==> src/rtl/frame_buf_ctrl_pkg.sv <==
// Shared definitions for the ping-pong frame buffer controller:
// FSM state encodings and default geometry.
package frame_buf_ctrl_pkg;

    localparam int DEF_ADDR_WIDTH   = 19;
    localparam int DEF_FRAME_PIXELS = 307200;

    typedef enum logic [1:0] {
        W_IDLE = 2'd0,
        W_FILL = 2'd1,
        W_HOLD = 2'd2
    } wr_state_t;

    typedef enum logic {
        R_EMPTY = 1'b0,
        R_SCAN  = 1'b1
    } rd_state_t;

endpackage

==> src/rtl/frame_buf_ctrl_addr_counter.sv <==
// Wrapping pixel address counter. clr restarts the count; clr together with
// en means "pixel 0 consumed this cycle", so the count restarts at 1.
module frame_addr_counter #(
    parameter int W   = 19,
    parameter int MAX = 307200
) (
    input  logic         clk,
    input  logic         rst_n,
    input  logic         en,
    input  logic         clr,
    output logic [W-1:0] count,
    output logic         last
);

    localparam logic [W-1:0] LAST_VAL = W'(MAX - 1);

    logic [W-1:0] r_count;

    always_ff @(posedge clk or negedge rst_n) begin
        if (!rst_n)
            r_count <= '0;
        else if (clr)
            r_count <= en ? W'(1) : '0;
        else if (en)
            r_count <= last ? '0 : r_count + 1'b1;
    end

    assign count = r_count;
    assign last  = (r_count == LAST_VAL);

endmodule

==> src/rtl/frame_buf_ctrl.sv <==
// Ping-pong frame buffer scheduler: the capture side fills one bank while the
// display side scans the other; banks swap only on whole-frame boundaries.
module frame_buf_ctrl
    import frame_buf_ctrl_pkg::*;
#(
    parameter int DATA_WIDTH   = 32,
    parameter int ADDR_WIDTH   = DEF_ADDR_WIDTH,
    parameter int FRAME_PIXELS = DEF_FRAME_PIXELS,
    parameter int RD_LATENCY   = 1
) (
    input  logic                  clk,
    input  logic                  reset,
    input  logic                  wr_req,
    input  logic                  wr_sof,
    input  logic [DATA_WIDTH-1:0] wr_data,
    output logic                  wr_ready,
    input  logic                  rd_req,
    output logic                  rd_valid,
    output logic                  rd_sof,
    output logic                  buf_wr_en_n,
    output logic [ADDR_WIDTH:0]   buf_wr_addr,
    output logic [DATA_WIDTH-1:0] buf_wr_data,
    output logic                  buf_rd_en_n,
    output logic [ADDR_WIDTH:0]   buf_rd_addr,
    output logic                  frame_done,
    output logic                  frame_err
);

    wr_state_t r_wr_state, w_wr_state_nxt;
    rd_state_t r_rd_state, w_rd_state_nxt;

    logic                  r_wr_bank;
    logic                  r_wr_en_n;
    logic [ADDR_WIDTH:0]   r_wr_addr;
    logic [DATA_WIDTH-1:0] r_wr_data;
    logic [ADDR_WIDTH:0]   r_rd_addr;
    logic                  r_frame_done;
    logic                  r_frame_err;
    logic [RD_LATENCY:0]   r_vld_pipe;
    logic [RD_LATENCY:0]   r_sof_pipe;

    logic [ADDR_WIDTH-1:0] w_wr_cnt, w_rd_cnt, w_wr_addr;
    logic                  w_wr_last, w_rd_last;
    logic                  w_wr_acc, w_wr_done, w_wr_err;
    logic                  w_rd_iss, w_swap;

    // Outside a frame only a start-of-frame pixel is taken; stray pixels drop.
    assign w_wr_acc  = wr_req & (((r_wr_state == W_IDLE) & wr_sof) | (r_wr_state == W_FILL));
    assign w_wr_done = w_wr_acc & ~wr_sof & w_wr_last;
    assign w_wr_err  = w_wr_acc & wr_sof & (r_wr_state == W_FILL);
    assign w_wr_addr = wr_sof ? '0 : w_wr_cnt;

    assign w_rd_iss  = rd_req & (r_rd_state == R_SCAN);
    assign w_swap    = (r_wr_state == W_HOLD) &
                       ((r_rd_state == R_EMPTY) | (w_rd_iss & w_rd_last));

    frame_addr_counter #(.W(ADDR_WIDTH), .MAX(FRAME_PIXELS)) u_wr_cnt (
        .clk   (clk),
        .rst_n (reset),
        .en    (w_wr_acc),
        .clr   (w_wr_acc & wr_sof),
        .count (w_wr_cnt),
        .last  (w_wr_last)
    );

    frame_addr_counter #(.W(ADDR_WIDTH), .MAX(FRAME_PIXELS)) u_rd_cnt (
        .clk   (clk),
        .rst_n (reset),
        .en    (w_rd_iss),
        .clr   (1'b0),
        .count (w_rd_cnt),
        .last  (w_rd_last)
    );

    always_ff @(posedge clk or negedge reset) begin
        if (!reset) begin
            r_wr_state <= W_IDLE;
            r_rd_state <= R_EMPTY;
        end else begin
            r_wr_state <= w_wr_state_nxt;
            r_rd_state <= w_rd_state_nxt;
        end
    end

    always_comb begin
        w_wr_state_nxt = r_wr_state;
        wr_ready       = 1'b1;
        case (r_wr_state)
            W_IDLE: if (w_wr_acc) w_wr_state_nxt = W_FILL;
            W_FILL: if (w_wr_done) w_wr_state_nxt = W_HOLD;
            W_HOLD: begin
                wr_ready = 1'b0;
                if (w_swap) w_wr_state_nxt = W_IDLE;
            end
            default: w_wr_state_nxt = W_IDLE;
        endcase
    end

    always_comb begin
        w_rd_state_nxt = r_rd_state;
        case (r_rd_state)
            R_EMPTY: if (w_swap) w_rd_state_nxt = R_SCAN;
            R_SCAN:  w_rd_state_nxt = R_SCAN;
            default: w_rd_state_nxt = R_EMPTY;
        endcase
    end

    // The read bank is always the complement of the write bank.
    always_ff @(posedge clk or negedge reset) begin
        if (!reset) begin
            r_wr_bank    <= 1'b0;
            r_wr_en_n    <= 1'b1;
            r_wr_addr    <= '0;
            r_wr_data    <= '0;
            r_rd_addr    <= '0;
            r_frame_done <= 1'b0;
            r_frame_err  <= 1'b0;
            r_vld_pipe   <= '0;
            r_sof_pipe   <= '0;
        end else begin
            if (w_swap)
                r_wr_bank <= ~r_wr_bank;
            r_wr_en_n    <= ~w_wr_acc;
            if (w_wr_acc) begin
                r_wr_addr <= {r_wr_bank, w_wr_addr};
                r_wr_data <= wr_data;
            end
            if (w_rd_iss)
                r_rd_addr <= {~r_wr_bank, w_rd_cnt};
            r_frame_done <= w_wr_done;
            r_frame_err  <= w_wr_err;
            r_vld_pipe   <= {r_vld_pipe[RD_LATENCY-1:0], w_rd_iss};
            r_sof_pipe   <= {r_sof_pipe[RD_LATENCY-1:0], w_rd_iss & (w_rd_cnt == '0)};
        end
    end

    assign buf_wr_en_n = r_wr_en_n;
    assign buf_wr_addr = r_wr_addr;
    assign buf_wr_data = r_wr_data;
    assign buf_rd_en_n = ~r_vld_pipe[0];
    assign buf_rd_addr = r_rd_addr;
    assign rd_valid    = r_vld_pipe[RD_LATENCY];
    assign rd_sof      = r_sof_pipe[RD_LATENCY];
    assign frame_done  = r_frame_done;
    assign frame_err   = r_frame_err;

endmodule

==> config.mk <==
export PLATFORM = sky130hd
export DESIGN_NAME = frame_buf_ctrl
export DESIGN_NICKNAME = d
export VERILOG_FILES = /design/src/rtl/frame_buf_ctrl_pkg.sv /design/src/rtl/frame_buf_ctrl_addr_counter.sv /design/src/rtl/frame_buf_ctrl.sv
export SDC_FILE = /design/constraint.sdc
export NUM_CORES = 1
export LEC_CHECK = 0
export ABC_AREA = 1
export CORE_UTILIZATION = 55
export CTS_BUF_LIST = sky130_fd_sc_hd__clkbuf_8 sky130_fd_sc_hd__clkbuf_16
export DETAILED_ROUTE_END_ITERATION = 7
export PLACE_DENSITY = 0.86
export SLEW_MARGIN = 10
export SYNTH_ARGS = -nofsm -noshare
export SYNTH_HDL_FRONTEND = slang
export SYNTH_SLANG_ARGS = --single-unit
==> constraint.sdc <==
create_clock -name clk -period 3.8 [get_ports clk]
set_clock_uncertainty 0.15 [all_clocks]
set_input_delay 0.76 -clock clk [delete_from_list [all_inputs] [get_ports clk]]
set_output_delay 0.76 -clock clk [all_outputs]
set_load 0.01 [all_outputs]
Word-level counts from Yosys, hierarchy flattened
Cells that the tools add are included.
{"block": "word_totals", "ff_bits": 121, "in_bits": 37, "output_inout_bits": 79, "wordCells": 56}
{"block": "classes", "add_sub_neg": 2, "eq_ne": 7, "muxes": 13, "bitwise_logic": 17, "reduce_logical": 4}
{"operator": "$mux 19", "n": 5}
{"operator": "$add 19x1->19 const B", "n": 2}
{"operator": "$eq 19x19->1 const B", "n": 2}
{"operator": "$logic_not 19->1", "n": 1}
{"operator": "$and 1x1->1", "n": 10}
{"operator": "$mux 2", "n": 3}
{"operator": "$pmux 2 s3", "n": 1}
{"operator": "$not 1->1", "n": 5}
{"operator": "$ne 2x2->1 const B", "n": 2}
{"operator": "$mux 1", "n": 3}
{"operator": "$reduce_and 3->1", "n": 1}
{"operator": "$eq 2x1->1 const B", "n": 1}
{"operator": "$eq 2x2->1 const B", "n": 1}
{"operator": "$logic_not 2->1", "n": 1}
{"operator": "$ne 2x1->1 const B", "n": 1}
{"operator": "$or 1x1->1", "n": 2}
{"operator": "$pmux 1 s2", "n": 1}
{"operator": "$reduce_bool 2->1", "n": 1}

Depth between registers and ports, before layout
{"block": "logic_depth", "depth_word": 8, "mapped_depth": 10, "depth_no_buf": 10}

Modules after synthesis
From an unflattened synthesis, not the netlist that was laid out.
{"block": "unflattened", "cells_unflattened": 706, "area_unflattened_um2": 5706.7}
{"mod": "frame_buf_ctrl", "n_inst": 1, "cells_per_inst": 356, "area_per_inst_um2": 3191.8, "seq_area_each_um2": 2078.2}
{"mod": "frame_addr_counter", "n_inst": 2, "cells_per_inst": 175, "area_per_inst_um2": 1257.5, "seq_area_each_um2": 475.5}

Least setup slack after synthesis
OpenSTA, ideal clock, no wires.
{"block": "synth_timing", "kind": "input to register", "from": "input rd_req", "to": "register u_rd_cnt.r_count[3], in the netlist u_rd_cnt.count[3]", "setup_ns": 0.120, "arrival_ns": 1.562, "required_time_ns": 3.530, "path_slack_ns": 1.968, "cell_stages": 7, "n_path_buf": 1, "path_cell_list": "nand2_1 -> inv_1 -> nand3_1 -> nor2_1 -> nand2_1 -> buf_2 -> and3_1"}
{"block": "synth_between", "elab_chain_len": 1}
{"element": "from (decl)", "line": "frame_buf_ctrl.sv:17", "rtl": "input logic rd_req,"}
{"element": "$and 1x1->1", "line": "frame_buf_ctrl.sv:53", "rtl": "assign w_rd_iss = rd_req & (r_rd_state == R_SCAN);"}
{"element": "to (signal assigned)", "line": "frame_buf_ctrl_addr_counter.sv:23", "rtl": "r_count <= en ? W'(1) : '0;"}
{"element": "to (signal assigned)", "line": "frame_buf_ctrl_addr_counter.sv:25", "rtl": "r_count <= last ? '0 : r_count + 1'b1;"}
{"element": "to (decl)", "line": "frame_buf_ctrl_addr_counter.sv:17", "rtl": "logic [W-1:0] r_count;"}
Every way passes these cells.
A chain may end at the register's enable or synchronous reset.

Worst setup path in the final report
{"block": "layout_timing", "from": "register r_wr_state[1]", "to": "output wr_ready"}
{"block": "layout_between", "elab_chain_len": 2}
{"element": "from (decl)", "line": "frame_buf_ctrl.sv:29", "rtl": "wr_state_t r_wr_state, w_wr_state_nxt;"}
{"element": "from (signal assigned)", "line": "frame_buf_ctrl.sv:80", "rtl": "r_wr_state <= w_wr_state_nxt;"}
{"element": "$eq 2x2->1", "line": "frame_buf_ctrl.sv:88", "rtl": "case (r_wr_state)"}
{"element": "$mux 1", "line": "frame_buf_ctrl.sv:88"}
{"element": "to (decl)", "line": "frame_buf_ctrl.sv:16", "rtl": "output logic wr_ready,"}
Every way passes these cells.

==> flow_metrics.tcl <==
set metrics [dict create \
    status "completed" \
    die_x_um 100 \
    seq_power_share 0.413 \
    cts_root_buffer "clkbuf_8" \
    rsz0062_at_grt "no" \
    initial_core_util 0.572 \
    timing.rr.start "u_rd_cnt.count[1]$_DFFE_PN0P_" \
    maxCapViolCount 0 \
    fill_cells 631 \
    fin_util 0.775 \
    clock_latency_ps 510 \
    drc 0 \
    viasPerCell 5.28 \
    synth-seq-cells 121 \
    antenna_found_initial 0 \
    grt_max_degree 88 \
    drtIter0Drc 279 \
    crit_path_start_kind "flip-flop" \
    relSlewSlack 0.297 \
    p_switching_uw 805 \
    combPwrFrac 0.101 \
    placed_cell_area_sq_um 6580 \
    pin_count 116 \
    routed_wl_mm 13.6 \
    setup-tns-final_ps 0 \
    min_to "r_sof_pipe[1]$_DFF_PN0_" \
    crit_path_cell_trace "inv_2, nor2_1, inv_1, clkdlybuf4s50_1" \
    reg2reg_slack_ps 1670 \
    synth_area_leader_cell "dfrtp_1" \
    fin_crit_sh 0.704 \
    die_y_um 100 \
    worstHoldStart "r_sof_pipe[0]$_DFF_PN0_" \
    syn2layout_area_growth_pct 35.4 \
    hp-class "reg2reg" \
    slowest_delay_ps 510 \
    numCtsBuffers 17 \
    cts_tree "built" \
    cts_max_level 4 \
    cp-end-kind "output pin" \
    syn_nets 680 \
    drtPass1Iterations 5 \
    setup_viol 0 \
    port_buffers 115 \
    critPathBufInv 3 \
    powerDensity_nw_per_um2 473 \
    grt_pass1_wl_mm 22.3 \
    critPathTopFamily "buffers and inverters" \
    grt_usage 0.287 \
    switching_share 0.237 \
    cp.required_ps 2890 \
    overflow 0 \
    die_area_sq_um 10100 \
    async_reset_ff_frac 1.00 \
    cp_max_fo 4 \
    drtAntennaViolNets 0 \
    synth_area_leaders "dfrtp_1, nand2_1, inv_1" \
    critPathKind "reg2out" \
    place.detailed.hpwl_mm 9.00 \
    num_vias 4770 \
    peakVddDrop_uv 319 \
    synth_area_per_cell_sq_um 8.30 \
    clkPwrFrac 0.486 \
    wl_per_cell_um 15.1 \
    rr_endpoint "r_wr_bank$_DFFE_PN0P_" \
    worstRegToRegCells 10 \
    p_int_uw 2600 \
    grt_pass1_vias 4645 \
    coreArea_sq_um 9280 \
    gp_congestion 0.968 \
    ys_warn_count 0 \
    fin_crit_ps 2680 \
    min_path_cells 0 \
    synthFlopType "dfrtp_1" \
    cts.path.max_buffers 2 \
    synth_area_sq_um 5310 \
    rows 35 \
    most-common-layout-cells "nand2_1, dfrtp_1, clkdlybuf4s50_1" \
    fmax_ghz 0.374 \
    clkTransAtPathRegs_ps 60 \
    layout_commonest_cell "nand2_1" \
    finalHoldViolCount 0 \
    yosysUniqueCellTypes 34 \
    cts_setup_buffers 0 \
    cts_hold_buf 0 \
    worstMarginPinSlew_ps 1050 \
    ctsResizeCount 0 \
    synth-edff-count 0 \
    fin_area_sq_um 7190 \
    p_leak_uw 0.00346 \
    num-nets-final 801 \
    seq_area_frac_synth 0.570 \
    arrival_ps 1770 \
    maxSlewViolCount 0 \
    drive_above_1_share 0.0620 \
    diodes 0 \
    cts_num_sinks 121 \
    synth_top_area_share 0.565 \
    worst_path_max_delay_cell "clkdlybuf4s50_1" \
    syn_inst 640 \
]
## stage by stage
step           hold WS (ps)  std cells  total power, uW  setup WS, ps
2_1_floorplan           181        640             1550          1970
3_3_place_gp            195        871             1750           965
3_5_place_dp            206        871             1770           922
4_1_cts                 220        903             3410          1120
5_1_grt                 226        903             3510          1050
6_report                220        903             3400          1120
## how the worst max path moves through the flow
stage	from	to	slack, ps	cells past startpoint
floorplan	rd_req	u_rd_cnt.count[3]$_DFFE_PN0P_	1970	7
global placement	wr_sof	buf_wr_addr[10]$_DFFE_PN0P_	970	5
detailed placement	wr_sof	buf_wr_addr[10]$_DFFE_PN0P_	920	5
CTS	r_wr_state[1]$_DFFE_PN0P_	wr_ready	1120	4
global route	r_wr_state[1]$_DFFE_PN0P_	wr_ready	1050	4
finish	r_wr_state[1]$_DFFE_PN0P_	wr_ready	1120	4
## routing by layer
layer / track usage / vias up / share of wire
met5: 0 / - / 0
met4: 0.107 / 0 / 0.026
met3: 0.0634 / 38 / 0.057
met2: 0.498 / 204 / 0.52
met1: 0.351 / 2268 / 0.39
li1: - / 2260 / -
## Yosys cell counts, drive strengths merged, types with 6 or more instances
library cell	number
nand4	6
nor2	58
inv	60
o22ai	7
clkbuf	11
nand3	32
xor2	9
dfrtp	120
buf	6
nand2	250
nor3	9
o21ai	53
## cell families after synthesis
kind of cell / after synthesis / share of synthesized area
simple gates: 361 / 0.279
buf+inv: 77 / 0.0556
flops: 121 / 0.570
xor+xnor: 10 / 0.0165
compound gates: 68 / 0.0716
fa+ha+maj: 3 / 0.00707
## power groups by stage
stage	combinational (uW)	sequential [uW]	clock, uW
global placement	334	1420	0
finish	343	1400	1650
detailed placement	344	1420	0
CTS	348	1400	1660
floorplan	108	1440	0
global route	375	1410	1720
## final cells by class
class | count | area [sq um] | area share
inverters | 60 | 225 | 0.0313
clock buffers | 18 | 428 | 0.0595
flip-flops and latches | 121 | 3030 | 0.421
well taps | 129 | 161 | 0.0224
repair buffers | 119 | 1180 | 0.164
clock inverters | 14 | 181 | 0.0252
multi-input cells | 442 | 1990 | 0.276
## worst register-to-register path, delay by kind of cell, from the launching register on
family | cells | cell delay (ps)
and+or+nand+nor | 9 | 1250
DFF | 1 | 390
adders and majority gates | 1 | 220
## sequential cells by signal, indices dropped and copies added (netlist names)
signal          count
r_vld_pipe          2
u_wr_cnt.count     19
buf_wr_data        32
buf_wr_en_n         1
frame_done          1
buf_rd_addr        20
frame_err           1
r_sof_pipe          2
r_rd_state          1
u_rd_cnt.count     19
buf_wr_addr        20
r_wr_state          2
r_wr_bank           1
Note: power is estimated with default switching activity, not from simulation.
